`config.mk`:
```
export PLATFORM = sky130hd
export DESIGN_NAME = fetch_prefetch_queue_flat
export DESIGN_NICKNAME = d
export VERILOG_FILES = /design/src/rtl/fetch_pkg.sv /design/src/rtl/fetch_prefetch_queue_if.sv /design/src/rtl/fetch_fifo.sv /design/src/rtl/fetch_prefetch_queue.sv /design/src/flat_wrapper.sv
export SDC_FILE = /design/constraint.sdc
export NUM_CORES = 1
export LEC_CHECK = 0
export BUFFER_PORTS_ARGS = -buffer_cell sky130_fd_sc_hd__buf_2
export CAP_MARGIN = 20
export CORE_MARGIN = 10
export CORE_UTILIZATION = 55
export CTS_BUF_LIST = sky130_fd_sc_hd__clkbuf_4 sky130_fd_sc_hd__clkbuf_8
export CTS_CLUSTER_SIZE = 24
export DETAILED_ROUTE_END_ITERATION = 8
export PLACE_DENSITY_LB_ADDON = 0.08
export SLEW_MARGIN = 40
export SYNTH_ARGS = -nofsm -noshare
export SYNTH_HDL_FRONTEND = slang
export SYNTH_SLANG_ARGS = --single-unit
```
`constraint.sdc`:
```
create_clock -name clk -period 5.2 [get_ports clk]
set_clock_uncertainty 0.15 [all_clocks]
set_input_delay 1.04 -clock clk [delete_from_list [all_inputs] [get_ports clk]]
set_output_delay 1.04 -clock clk [all_outputs]
set_load 0.02 [all_outputs]
```
`src/rtl/fetch_pkg.sv`:
```
`default_nettype none
// ============================================================================
// Module      : fetch_pkg
// Description : Shared types and defaults for the instruction prefetch queue.
//               A queue entry bundles an instruction word with its PC and
//               PC+4, so the register stage needs no adder of its own.
// Ports       : none (package)
// Revision    : 1.0 - initial release
// ============================================================================
package fetch_pkg;

  localparam int          FETCH_XLEN        = 32;
  localparam logic [31:0] NOP_INSTR_DEFAULT = 32'h0000_0013;  // addi x0,x0,0
  localparam logic [31:0] RESET_PC_DEFAULT  = 32'h0000_0000;

  typedef struct packed {
    logic [FETCH_XLEN-1:0] instr;
    logic [FETCH_XLEN-1:0] pc;
    logic [FETCH_XLEN-1:0] pc_plus_4;
  } fetch_entry_t;

endpackage
`default_nettype wire

```
`src/rtl/fetch_prefetch_queue_if.sv`:
```
`default_nettype none
// ============================================================================
// Module      : fetch_prefetch_queue_if
// Description : Bus bundle of the prefetch queue: the fetch side of the shared
//               memory port, the redirect input from the ALU stage and the
//               head-entry handshake towards the register stage.
// Ports       : master - queue view (drives imem_req/addr, out_*, occupancy)
//               slave  - environment view (drives grant, rdata, redirect,
//                        out_ready)
// Revision    : 1.0 - initial release
// ============================================================================
interface fetch_prefetch_queue_if #(
  parameter int XLEN  = 32,
  parameter int DEPTH = 4
);

  localparam int c_occ_w = $clog2(DEPTH + 1);

  // memory port
  logic               imem_req;
  logic [XLEN-1:0]    imem_addr;
  logic               imem_gnt;
  logic [XLEN-1:0]    imem_rdata;
  // control flow change
  logic               redirect_valid;
  logic [XLEN-1:0]    redirect_pc;
  // register stage handshake
  logic               out_ready;
  logic               out_valid;
  logic [XLEN-1:0]    out_instr;
  logic [XLEN-1:0]    out_pc;
  logic [XLEN-1:0]    out_pc_plus_4;
  logic [c_occ_w-1:0] occupancy;

  modport master (
    output imem_req, imem_addr,
    input  imem_gnt, imem_rdata,
    input  redirect_valid, redirect_pc,
    input  out_ready,
    output out_valid, out_instr, out_pc, out_pc_plus_4, occupancy
  );

  modport slave (
    input  imem_req, imem_addr,
    output imem_gnt, imem_rdata,
    output redirect_valid, redirect_pc,
    output out_ready,
    input  out_valid, out_instr, out_pc, out_pc_plus_4, occupancy
  );

endinterface
`default_nettype wire

```
`src/rtl/fetch_fifo.sv`:
```
`default_nettype none
// ============================================================================
// Module      : fetch_fifo
// Description : Synchronous FIFO of fetch_entry_t with a flush that clears it
//               in one edge. Flush overrides push and pop; push while full is
//               accepted only together with a pop.
// Ports       : clk, rst         - clock, synchronous active-high reset
//               push, push_data  - write an entry at the tail
//               pop              - drop the head entry
//               flush            - discard every entry
//               full, empty      - status
//               count            - number of stored entries
//               head             - entry at the read pointer
// Revision    : 1.0 - initial release
// ============================================================================
module fetch_fifo
  import fetch_pkg::*;
#(
  parameter int DEPTH = 4
) (
  input  wire logic                       clk,
  input  wire logic                       rst,
  input  wire logic                       push,
  input  wire fetch_entry_t               push_data,
  input  wire logic                       pop,
  input  wire logic                       flush,
  output logic                            full,
  output logic                            empty,
  output logic [$clog2(DEPTH+1)-1:0]      count,
  output fetch_entry_t                    head
);

  localparam int c_ptr_w = $clog2(DEPTH);
  localparam int c_cnt_w = $clog2(DEPTH + 1);

  fetch_entry_t       mem_q [DEPTH];
  logic [c_ptr_w-1:0] wr_ptr_q, wr_ptr_d;
  logic [c_ptr_w-1:0] rd_ptr_q, rd_ptr_d;
  logic [c_cnt_w-1:0] count_q,  count_d;
  logic               do_push;
  logic               do_pop;

  always_comb begin
    do_pop   = pop & ~flush & (count_q != '0);
    // a full FIFO still takes a write when the head leaves in the same cycle
    do_push  = push & ~flush & ((count_q != c_cnt_w'(DEPTH)) | do_pop);
    wr_ptr_d = wr_ptr_q;
    rd_ptr_d = rd_ptr_q;
    count_d  = count_q;
    if (flush) begin
      wr_ptr_d = '0;
      rd_ptr_d = '0;
      count_d  = '0;
    end else begin
      // pointers are log2(DEPTH) wide, so the increment wraps modulo DEPTH
      if (do_push) wr_ptr_d = wr_ptr_q + c_ptr_w'(1);
      if (do_pop)  rd_ptr_d = rd_ptr_q + c_ptr_w'(1);
      case ({do_push, do_pop})
        2'b10:   count_d = count_q + c_cnt_w'(1);
        2'b01:   count_d = count_q - c_cnt_w'(1);
        default: count_d = count_q;
      endcase
    end
  end

  always_ff @(posedge clk) begin
    if (rst) begin
      wr_ptr_q <= '0;
      rd_ptr_q <= '0;
      count_q  <= '0;
    end else begin
      wr_ptr_q <= wr_ptr_d;
      rd_ptr_q <= rd_ptr_d;
      count_q  <= count_d;
    end
  end

  // storage needs no reset: an entry is only read after it was written
  always_ff @(posedge clk) begin
    if (do_push) mem_q[wr_ptr_q] <= push_data;
  end

  always_comb begin
    full  = (count_q == c_cnt_w'(DEPTH));
    empty = (count_q == '0);
    count = count_q;
    head  = mem_q[rd_ptr_q];
  end

endmodule
`default_nettype wire

```
`src/rtl/fetch_prefetch_queue.sv`:
```
`default_nettype none
// ============================================================================
// Module      : fetch_prefetch_queue
// Description : Instruction-fetch front end. Owns the fetch PC, requests the
//               shared memory port whenever there is room (or room is being
//               made this cycle), buffers up to DEPTH fetched instructions
//               and flushes on a redirect. Granted data reaches out_* one
//               cycle later; an empty queue presents NOP_INSTR.
// Ports       : clk   - clock
//               reset - synchronous, active-high
//               bus   - fetch_prefetch_queue_if.master (memory port,
//                       redirect, register-stage handshake, occupancy)
// Revision    : 1.0 - initial release
// ============================================================================
module fetch_prefetch_queue
  import fetch_pkg::*;
#(
  parameter int              XLEN      = FETCH_XLEN,
  parameter int              DEPTH     = 4,
  parameter logic [XLEN-1:0] RESET_PC  = RESET_PC_DEFAULT,
  parameter logic [XLEN-1:0] NOP_INSTR = NOP_INSTR_DEFAULT
) (
  input  wire logic              clk,
  input  wire logic              reset,
  fetch_prefetch_queue_if.master bus
);

  localparam int c_cnt_w = $clog2(DEPTH + 1);

  logic [XLEN-1:0]    fetch_pc_q,      fetch_pc_d;
  // values shown while the queue is empty: the last head presented
  logic [XLEN-1:0]    last_pc_q,       last_pc_d;
  logic [XLEN-1:0]    last_pc_plus_4_q, last_pc_plus_4_d;

  fetch_entry_t       push_entry;
  fetch_entry_t       head_entry;
  logic               fifo_full;
  logic               fifo_empty;
  logic [c_cnt_w-1:0] fifo_count;
  logic               pop;
  logic               push;
  logic               req;

  always_comb begin
    pop  = ~fifo_empty & bus.out_ready & ~bus.redirect_valid;
    // combinational path from out_ready: a full queue refetches while it pops
    req  = ~reset & ~bus.redirect_valid & (~fifo_full | pop);
    push = req & bus.imem_gnt;

    push_entry.instr     = bus.imem_rdata;
    push_entry.pc        = fetch_pc_q;
    push_entry.pc_plus_4 = fetch_pc_q + XLEN'(4);

    fetch_pc_d = fetch_pc_q;
    if (bus.redirect_valid) begin
      fetch_pc_d = bus.redirect_pc & ~XLEN'(3);
    end else if (push) begin
      fetch_pc_d = push_entry.pc_plus_4;
    end

    last_pc_d        = last_pc_q;
    last_pc_plus_4_d = last_pc_plus_4_q;
    if (!fifo_empty) begin
      last_pc_d        = head_entry.pc;
      last_pc_plus_4_d = head_entry.pc_plus_4;
    end
  end

  always_ff @(posedge clk) begin
    if (reset) begin
      fetch_pc_q       <= RESET_PC;
      last_pc_q        <= '0;
      last_pc_plus_4_q <= '0;
    end else begin
      fetch_pc_q       <= fetch_pc_d;
      last_pc_q        <= last_pc_d;
      last_pc_plus_4_q <= last_pc_plus_4_d;
    end
  end

  // redirect flushes; reset (rst) takes precedence inside the FIFO
  fetch_fifo #(
    .DEPTH     (DEPTH)
  ) u_fifo (
    .clk       (clk),
    .rst       (reset),
    .push      (push),
    .push_data (push_entry),
    .pop       (pop),
    .flush     (bus.redirect_valid),
    .full      (fifo_full),
    .empty     (fifo_empty),
    .count     (fifo_count),
    .head      (head_entry)
  );

  always_comb begin
    bus.imem_req      = req;
    bus.imem_addr     = fetch_pc_q;
    bus.out_valid     = ~fifo_empty;
    bus.out_instr     = fifo_empty ? NOP_INSTR        : head_entry.instr;
    bus.out_pc        = fifo_empty ? last_pc_q        : head_entry.pc;
    bus.out_pc_plus_4 = fifo_empty ? last_pc_plus_4_q : head_entry.pc_plus_4;
    bus.occupancy     = fifo_count;
  end

endmodule
`default_nettype wire

```
`src/flat_wrapper.sv`:
```
// flat-port wrapper written by rule: the top's interface ports become plain ports
module fetch_prefetch_queue_flat import fetch_pkg::*;
#(
  parameter int              XLEN      = FETCH_XLEN,
  parameter int              DEPTH     = 4,
  parameter logic [XLEN-1:0] RESET_PC  = RESET_PC_DEFAULT,
  parameter logic [XLEN-1:0] NOP_INSTR = NOP_INSTR_DEFAULT
)
  (clk, reset, bus_imem_req, bus_imem_addr, bus_imem_gnt, bus_imem_rdata, bus_redirect_valid, bus_redirect_pc, bus_out_ready, bus_out_valid, bus_out_instr, bus_out_pc, bus_out_pc_plus_4, bus_occupancy);
  fetch_prefetch_queue_if #(.XLEN(XLEN), .DEPTH(DEPTH)) bus_i ();
  input  wire logic clk;
  input  wire logic reset;
  output wire logic [$bits(bus_i.imem_req)-1:0] bus_imem_req;
  output wire logic [$bits(bus_i.imem_addr)-1:0] bus_imem_addr;
  input wire logic [$bits(bus_i.imem_gnt)-1:0] bus_imem_gnt;
  input wire logic [$bits(bus_i.imem_rdata)-1:0] bus_imem_rdata;
  input wire logic [$bits(bus_i.redirect_valid)-1:0] bus_redirect_valid;
  input wire logic [$bits(bus_i.redirect_pc)-1:0] bus_redirect_pc;
  input wire logic [$bits(bus_i.out_ready)-1:0] bus_out_ready;
  output wire logic [$bits(bus_i.out_valid)-1:0] bus_out_valid;
  output wire logic [$bits(bus_i.out_instr)-1:0] bus_out_instr;
  output wire logic [$bits(bus_i.out_pc)-1:0] bus_out_pc;
  output wire logic [$bits(bus_i.out_pc_plus_4)-1:0] bus_out_pc_plus_4;
  output wire logic [$bits(bus_i.occupancy)-1:0] bus_occupancy;
  assign bus_imem_req = bus_i.imem_req;
  assign bus_imem_addr = bus_i.imem_addr;
  assign bus_i.imem_gnt = bus_imem_gnt;
  assign bus_i.imem_rdata = bus_imem_rdata;
  assign bus_i.redirect_valid = bus_redirect_valid;
  assign bus_i.redirect_pc = bus_redirect_pc;
  assign bus_i.out_ready = bus_out_ready;
  assign bus_out_valid = bus_i.out_valid;
  assign bus_out_instr = bus_i.out_instr;
  assign bus_out_pc = bus_i.out_pc;
  assign bus_out_pc_plus_4 = bus_i.out_pc_plus_4;
  assign bus_occupancy = bus_i.occupancy;
  fetch_prefetch_queue #(.XLEN(XLEN), .DEPTH(DEPTH), .RESET_PC(RESET_PC), .NOP_INSTR(NOP_INSTR)) u_core (.clk(clk), .reset(reset), .bus(bus_i));
endmodule
```
# Word-level counts from Yosys, hierarchy flattened
# Memory sizes are Yosys's and may differ from the RTL's. A register that Yosys moved wholly into a read port is not among the register bits.
# Cells that the tools add are included.
# totals
output_inout_bits,133
rom_bits,0
memories,1
ram_bits,384
regBits,103
word_cells,47
latchBits,0
input_bits,69
# memory_table
memory,words,width,rd,rd_clocked_by_memory_dff,write_ports,line_no,text
u_core.u_fifo.mem_q,4,96,1,1,1,fetch_fifo.sv:36,fetch_entry_t mem_q [DEPTH];
# classes
shifts,0
n_reduce_logical,5
n_mul,0
order_cmp,0
bitwise,15
addsub,5
n_eq_ne,4
muxes,10
div,0
# ops
cell,count
32-bit two-way mux,5
32-bit by 3-bit adder with 32-bit output (second input constant),1
1-bit AND,9
3-bit one-hot mux with 2 select lines,1
2-bit by 1-bit adder with 2-bit output (second input constant),2
2-bit two-way mux,2
1-bit inverter,4
2-bit nonzero test,2
3-bit by 1-bit adder with 3-bit output (second input constant),1
3-bit == test (second input constant),1
3-bit logical NOT,1
3-bit != test (second input constant),1
3-bit nonzero test,1
3-bit by 1-bit subtractor with 3-bit output (second input constant),1
2-bit by 1-bit == test with 1-bit output (second input constant),1
2-bit == test (second input constant),1
1-bit two-way mux,2
1-bit OR,2
2-bit OR reduction,1

# Logic depth before layout (Yosys ltp)
# Gate-level depths: netlist of the first run.
# depth
word_depth,11
mapped_depth,11

# Cells and area by module
# Synthesis of the first run repeated with hierarchy kept, for this count alone.
# hier_totals
hier_cells,1148
hier_area_um2,19590.0
# by_module_without_submodules
module,cells_each,area_per_inst_um2,n_inst
fetch_fifo,559,14325.0,1
fetch_prefetch_queue,589,5265.0,1

# Worst setup path before layout of the first run
# Ideal clock, no wire load.
# synth_path
kind,input to register
start,input bus_redirect_valid
end,"memory u_core.u_fifo.mem_q[0][10] (netlist bit), enable pin"
stages,3
t_required_ns,4.588
setup_slack_ns,0.829
arrival_time_ns,3.759
n_path_buf,1
cell_sequence,nor3b_1 > clkbuf_1 > and3_1
# synth_between
elab_chain_cells,9
# synth_lines
item,line_no,text
from (decl),flat_wrapper.sv:17,input wire logic [$bits(bus_i.redirect_valid)-1:0] bus_redirect_valid;
1-bit inverter *,n/a,
1-bit AND,fetch_prefetch_queue.sv:45,pop = ~fifo_empty & bus.out_ready & ~bus.redirect_valid;
1-bit OR,fetch_prefetch_queue.sv:47,req = ~reset & ~bus.redirect_valid & (~fifo_full | pop);
1-bit AND,fetch_prefetch_queue.sv:47,
1-bit AND,fetch_prefetch_queue.sv:48,push = req & bus.imem_gnt;
1-bit AND,fetch_fifo.sv:46,do_push = push & ~flush & ((count_q != c_cnt_w'(DEPTH)) | do_pop);
1-bit AND *,fetch_fifo.sv:46,
1-bit two-way mux *,fetch_fifo.sv:80,if (do_push) mem_q[wr_ptr_q] <= push_data;
1-bit two-way mux (not written as such) *,fetch_fifo.sv:80,
to (decl),fetch_fifo.sv:36,
# Every way passes the cells marked *; elsewhere a longest branch is shown, timed or not.

# Final worst setup path of the first run
# layout_path
start,register u_core.u_fifo.count_q[0] (netlist: u_core.u_fifo.count[0])
end,output bus_out_pc[12]
# layout_between
elab_chain_cells,2
# layout_lines
item,line_no,text
from (decl),fetch_fifo.sv:39,"logic [c_cnt_w-1:0] count_q, count_d;"
from (signal assigned),fetch_fifo.sv:74,count_q <= count_d;
3-bit logical NOT,fetch_fifo.sv:85,empty = (count_q == '0);
32-bit two-way mux,fetch_prefetch_queue.sv:102,bus.out_pc = fifo_empty ? last_pc_q : head_entry.pc;
to (decl),flat_wrapper.sv:22,output wire logic [$bits(bus_i.out_pc)-1:0] bus_out_pc;
# Every way passes these cells.

==> results of run 1 <==
-- state kept, by name (all words and copies together) (netlist names), named ones only --
signal,count
u_core.u_fifo.wr_ptr_q,2
u_core.u_fifo.rd_ptr_q,2
u_core.last_pc_q,32
u_core.last_pc_plus_4_q,32
u_core.bus.imem_addr,30
u_core.u_fifo.mem_q,368
u_core.u_fifo.count,3
-- stage by stage --
| step | setup WS [ns] | hold slack (ns) | util (%) | cells | power (mW) |
|---|---|---|---|---|---|
| 3_3_place_gp | 1.26 | 0.314 | 59.2 | 1703 | 4.60 |
| 2_1_floorplan | 0.829 | 0.301 | - | 1133 | 4.47 |
| 5_1_grt | 0.870 | 0.357 | 63.6 | 1841 | 7.94 |
| 6_report | 1.05 | 0.337 | 63.6 | 1841 | 7.65 |
| 4_1_cts | 0.961 | 0.336 | 63.6 | 1840 | 7.74 |
| 3_5_place_dp | 1.23 | 0.323 | 59.2 | 1703 | 4.61 |
-- worst paths after layout --
check	to	slack [ns]
setup / recovery	bus_out_pc[12]	1.05
setup reg to reg	u_core.u_fifo.count[2]	1.71
hold reg to reg	u_core.last_pc_q[0]	0.34
hold / removal	u_core.last_pc_q[0]	0.34
-- cell families after synthesis --
kind of cell               synth area share [%]
muxes                                      14.5
DFF                                        68.8
buffers and inverters                      3.13
xor gates and xnor gates                   1.79
other                                    0.0197
AOI/OAI and AO/OA                          2.74
and+or+nand+nor                            8.52
adders and majority gates                 0.499
-- final cells by class --
type | instances | area (um2) | share of cell area (%)
Sequential cell | 471 | 13100 | 60.0
Multi-Input combinational cell | 546 | 5380 | 24.6
Clock buffer | 123 | 1430 | 6.54
Timing Repair Buffer | 218 | 1230 | 5.63
Tap cell | 455 | 569 | 2.60
Clock inverter | 14 | 80.1 | 0.366
Inverter | 13 | 51.3 | 0.235
Antenna cell | 1 | 2.50 | 0.0114
-- per-layer routing --
metal  vias up  GRT usage, %  wire length, um
met5         -             0                0
met3        58          4.83             2650
met1      5438          28.5            18900
met2       314          33.2            21600
met4         0          6.20              770
li1       4747             -                -
-- cells in the mapped netlist (2+ instances only) --
library cell,count,area [um2]
o31a_1,4,35.0
a22o_1,2,17.5
o22ai_1,5,31.3
ha_1,6,75.1
xor2_1,14,123
nand3b_1,5,37.5
or3_1,6,37.5
a31o_2,3,26.3
a21oi_1,12,60.1
or2_2,4,25.0
and3_1,20,125
nand3_1,19,95.1
buf_2,24,120
a311oi_1,2,17.5
buf_1,8,30.0
nor4_1,6,37.5
o211ai_1,8,60.1
and2_1,95,594
nand4_2,2,25.0
inv_1,11,41.3
a211oi_1,6,45.0
a22oi_1,3,22.5
a221o_1,2,20.0
nand2_1,39,146
o41ai_1,2,17.5
and4_1,6,52.6
clkbuf_1,37,139
buf_4,33,248
xnor2_1,25,219
or4_1,4,30.0
nor2_1,26,97.6
edfxtp_1,368,11100
nor4_2,2,25.0
o311ai_0,2,17.5
mux2_2,61,687
a31oi_1,7,43.8
mux4_2,92,2070
nor3_1,15,75.1
dfxtp_1,103,2060
nand4_1,14,87.6
o21ai_0,2,10.0
-- worst max-delay path: cells and delay by family (launching register included) --
family                 cells  cell delay, ns
flip-flops                 1            0.50
multiplexers               1            0.40
buffers and inverters      4            1.32
AND/OR/NAND/NOR            1            0.08
-- where the power goes --
part           switching (mW)  internal (mW)  leakage, nW
Sequential             0.0676           4.12         4.20
Clock                    1.39           1.74        0.800
Combinational           0.212          0.128         2.81
-- layout by cell type (no fill, tap or decap), drive strengths merged, types with 4 or more instances in the layout --
cell type,instances
edfxtp,368
buf,218
clkbuf,123
dfxtp,103
and2,96
mux4,92
mux2,61
nand2,39
nor2,27
xnor2,25
and3,20
nand3,19
nand4,16
nor3,16
xor2,14
inv,14
a21oi,12
nor4,9
o211ai,8
clkinv,8
a31oi,7
and4,6
or3,6
a211oi,6
ha,6
o22ai,5
nand3b,5
clkinvlp,5
or2,5
or4,5
o31a,4
==> flow_metrics.py, run 1 <==
metrics = {
    "run_status": {
        "status": "complete, no violations",
    },
    "timing": {
        "max_slew_margin_pct": 47.2,
        "slew_viol_final": 0,
        "tightestPinTransition_ns": 0.792,
        "rsz0062_at_grt": "no",
        "fin_crit_sh_pct": 79.9,
        "setup_tns_ns": 0,
        "max_freq_mhz": 241,
        "hold_viol": 0,
        "setup_viol": 0,
        "period_minus_slack_ns": 4.15,
    },
    "drt": {
        "first_iter_violations": 841,
        "drc_errors": 0,
        "drtAntennaViolNets": 0,
        "first_pass_iters": 4,
        "vias": 10557,
        "vias_per_cell": 5.73,
        "wire_per_inst_um": 23.9,
        "drt-total-wl_um": 44000,
    },
    "place": {
        "io_buffers": 197,
        "post-dp-hpwl_um": 27500,
        "place_congestion": 0.851,
        "place_area_um2": 20400,
    },
    "critical_path": {
        "required_ns": 4.01,
        "path_common_cell": "buf_4",
        "critPathKind": "reg -> out",
        "cpMaxStageDelayCell": "dfxtp_1",
        "crit_chain": "nor3_2, buf_4, inv_4, buf_4, mux2_2, buf_2",
        "reg2regPathDepth": 11,
        "crit_path_max_incr_delay_ns": 0.50,
        "start_kind": "flop",
        "startpoint": "u_core.u_fifo.count[0]",
        "end_kind": "output port",
        "reg2reg_from": "u_core.u_fifo.count[0]",
        "crit_fanout": 41,
        "cp.arrival_ns": 2.96,
    },
    "min_path": {
        "hp-start": "u_core.last_pc_q[0]",
        "hold_path_class": "reg -> reg",
        "whs_path_depth": 1,
    },
    "clocking": {
        "post_cts_buffers": 0,
        "cts.repair.resized": 0,
        "htree_levels": 3,
        "clockBufferDepth": 3,
        "clk_pin_slew_worst_paths_ns": 0.06,
        "cts_tree": "built",
        "numCtsBuffers": 75,
        "cts_root_buffer": "clkbuf_8",
        "hold_buffers": 0,
        "clock_latency_ns": 0.63,
        "cts_num_sinks": 471,
    },
    "die": {
        "row_count": 68,
        "coreArea_um2": 34400,
        "initial_core_util_pct": 55.4,
        "die_h_um": 206,
        "floorplan.die.width_um": 206,
        "die-area_um2": 42500,
        "ios": 202,
    },
    "synthesis": {
        "synth-edff-count": 368,
        "syn-cell-area_um2": 19100,
        "netlist_instances": 1132,
        "yosysSeqAreaShare_pct": 68.8,
        "synth_cell_type_count": 68,
        "async_reset_ff_share_pct": 0,
        "avgSynthCellArea_um2": 16.8,
        "yosys_warnings": 0,
        "ys.flop_type": "edfxtp_1",
        "synth_seq_cells": 471,
    },
    "global_route": {
        "grt_max_degree": 82,
        "grt_pass1_vias": 10958,
        "grt_pass1_wl_um": 67000,
        "overflow": 0,
        "grtUsageTotal_pct": 20.9,
        "antenna_found_initial": 1,
    },
    "power": {
        "ir_drop_mv": 0.256,
        "powerDensity_nw_per_um2": 350,
        "leakage_nw": 7.82,
    },
    "finish": {
        "fillers": 2557,
        "area_delta_synth_final_pct": 14.7,
        "design_area_um2": 21900,
        "drive_gt1_share_pct": 38.4,
        "nets": 1401,
    },
    "job": {
        "maxCapViolCount": 0,
    },
}
Power figures use the tool's default switching activity.
==> run 2: changes to the inputs <==
==> constraint.sdc (replaced) <==
create_clock -name clk -period 4.22 [get_ports clk]
set_clock_uncertainty 0.15 [all_clocks]
set_input_delay 0.844 -clock clk [delete_from_list [all_inputs] [get_ports clk]]
set_output_delay 0.844 -clock clk [all_outputs]
set_load 0.02 [all_outputs]
==> run 2 against run 1 <==
Against the previous run: routed wire length down 0.67%; sequential power up 23%; first-iteration DRC count up 3.0%; clock power up 28%; critical path depth down 2; flip-flop and latch count unchanged; setup slack worse by 0.42 ns; utilization up 0.47 points; worst hold slack worse by 0.043 ns; total power up 25%; count of clock-buffer cells in the layout up 3; largest cell class unchanged.
==> flow_metrics.py, run 2 (synthesis gave the netlist of run 1 again) <==
metrics = {
    "clocking": {
        "htree_levels": 3,
        "clock_latency_ns": 0.61,
        "numCtsBuffers": 77,
        "cts_tree": "built",
        "cts_num_sinks": 471,
        "post_cts_buffers": 0,
        "hold_buffers": 0,
        "cts_root_buffer": "clkbuf_8",
        "clockBufferDepth": 3,
        "clk_pin_slew_worst_paths_ns": 0.06,
        "cts.repair.resized": 0,
    },
    "finish": {
        "reg.largest.list": "u_core.u_fifo.mem_q: 368 flops, u_core.last_pc_plus_4_q: 32 flops, u_core.last_pc_q: 32 flops",
        "utilization_pct": 64.1,
        "fillers": 2563,
        "regMostFlops": "u_core.u_fifo.mem_q",
        "design_area_um2": 22000,
        "final_cell_mix": "368 x edfxtp_1, 197 x buf_2, 101 x dfxtp_1, 95 x and2_1, 92 x mux4_2",
        "n_antenna_cell": 0,
        "stdcell_count": 1852,
        "nets": 1408,
        "drive_gt1_share_pct": 38.8,
        "area_delta_synth_final_pct": 15.6,
        "largest_reg_flops": 368,
        "final_common_cell": "edfxtp_1",
    },
    "global_route": {
        "grtUsageTotal_pct": 20.8,
        "overflow": 0,
        "grt_pass1_vias": 10911,
        "grt_max_degree": 82,
        "grt_pass1_wl_um": 66600,
        "antenna_found_initial": 0,
    },
    "die": {
        "die_h_um": 206,
        "floorplan.die.width_um": 206,
        "ios": 202,
        "die-area_um2": 42500,
        "coreArea_um2": 34400,
        "initial_core_util_pct": 55.4,
        "row_count": 68,
    },
    "timing": {
        "setup_viol": 0,
        "tightestPinTransition_ns": 0.725,
        "max_slew_margin_pct": 51.3,
        "period_minus_slack_ns": 3.59,
        "hold_viol": 0,
        "rsz0062_at_grt": "no",
        "fin_crit_sh_pct": 85.1,
        "fin_hold_ws_ns": 0.294,
        "setup_ws_ns": 0.627,
        "slew_viol_final": 0,
        "max_freq_mhz": 278,
        "setup_tns_ns": 0,
    },
    "place": {
        "post-dp-hpwl_um": 27300,
        "place_inst": 1708,
        "io_buffers": 197,
        "place_congestion": 0.885,
        "place_area_um2": 20400,
        "dp_slack_ns": 1.06,
    },
    "power": {
        "power_frac_seq_pct": 53.7,
        "powerDensity_nw_per_um2": 436,
        "switching_power_mw": 2.07,
        "leakage_nw": 7.91,
        "intPower_mw": 7.53,
        "p_comb_share_pct": 4.4,
        "clockPowerShare_pct": 41.9,
        "p_sw_share_pct": 21.6,
        "ir_drop_mv": 0.306,
        "power_mw": 9.60,
    },
    "min_path": {
        "hp-start": "bus_imem_rdata[19]",
        "hold_path_class": "in -> reg",
        "whs_path_depth": 1,
        "whs_endpoint": "u_core.u_fifo.mem_q[1][83]",
    },
    "critical_path": {
        "crit_path_max_incr_delay_ns": 0.61,
        "critPathKind": "reg -> out",
        "reg2regPathDepth": 5,
        "crit_fanout": 45,
        "cpMaxStageDelayCell": "mux4_2",
        "rr_endpoint": "u_core.u_fifo.mem_q[2][28]",
        "end_kind": "output port",
        "crit_chain": "buf_12, mux4_2, mux2_2, buf_2",
        "required_ns": 3.23,
        "reg2reg_slack_ns": 1.22,
        "reg2reg_from": "u_core.bus.imem_addr[2]",
        "start_kind": "flop",
        "cp.arrival_ns": 2.60,
    },
    "drt": {
        "drtAntennaViolNets": 0,
        "first_iter_violations": 866,
        "vias_per_cell": 5.72,
        "vias": 10586,
        "wire_per_inst_um": 23.6,
        "first_pass_iters": 6,
        "drt-total-wl_um": 43700,
        "drc_errors": 0,
    },
    "run_status": {
        "status": "complete, no violations",
    },
    "job": {
        "maxCapViolCount": 0,
    },
}
run 2: cell type report:
type / instances / area [um2] / share of cell area [%]
multi-input combinational: 546 / 5380 / 24.4
clock buffer: 126 / 1490 / 6.77
clock inverter: 18 / 118 / 0.534
timing repair buffer: 223 / 1300 / 5.89
inverter: 13 / 51.3 / 0.233
sequential: 471 / 13100 / 59.6
tap: 455 / 569 / 2.58
run 2: how the worst max path moves through the flow:
| stage | startpoint | end | slack [ns] | cells past startpoint |
|---|---|---|---|---|
| after floorplan | bus_redirect_valid | u_core.u_fifo.mem_q[0][10] | 0.05 | 3 |
| after global placement | bus_out_ready | u_core.bus.imem_addr[10] | 1.08 | 5 |
| after detailed placement | bus_redirect_valid | u_core.u_fifo.mem_q[0][88] | 1.06 | 5 |
| after CTS | flop | bus_out_pc_plus_4[16] | 0.53 | 4 |
| after global routing | flop | bus_out_pc_plus_4[16] | 0.46 | 4 |
| final | flop | bus_out_pc_plus_4[16] | 0.63 | 4 |
run 2: routing by layer:
layer  up-vias  routed length, um  GRT usage (%)
li1       4770                  -              -
met1      5391              18800           28.2
met2       354              20900           32.2
met3        71               3050           5.17
met4         0                925           7.38
met5         -                  0              0
run 2: worst max-delay path, delay by kind of cell (launching register included):
| family | cells | cell delay (ns) |
|---|---|---|
| buffers and inverters | 2 | 0.54 |
| flip-flops | 1 | 0.52 |
| multiplexers | 2 | 0.91 |
run 2: power by group through the flow:
| stage | clock network, mW | registers, mW | logic, mW |
|---|---|---|---|
| after floorplan | 0 | 5.21 | 0.292 |
| after global placement | 0 | 5.25 | 0.418 |
| after detailed placement | 0 | 5.25 | 0.425 |
| after CTS | 4.13 | 5.16 | 0.427 |
| after global routing | 4.36 | 5.17 | 0.456 |
| final | 4.02 | 5.16 | 0.421 |
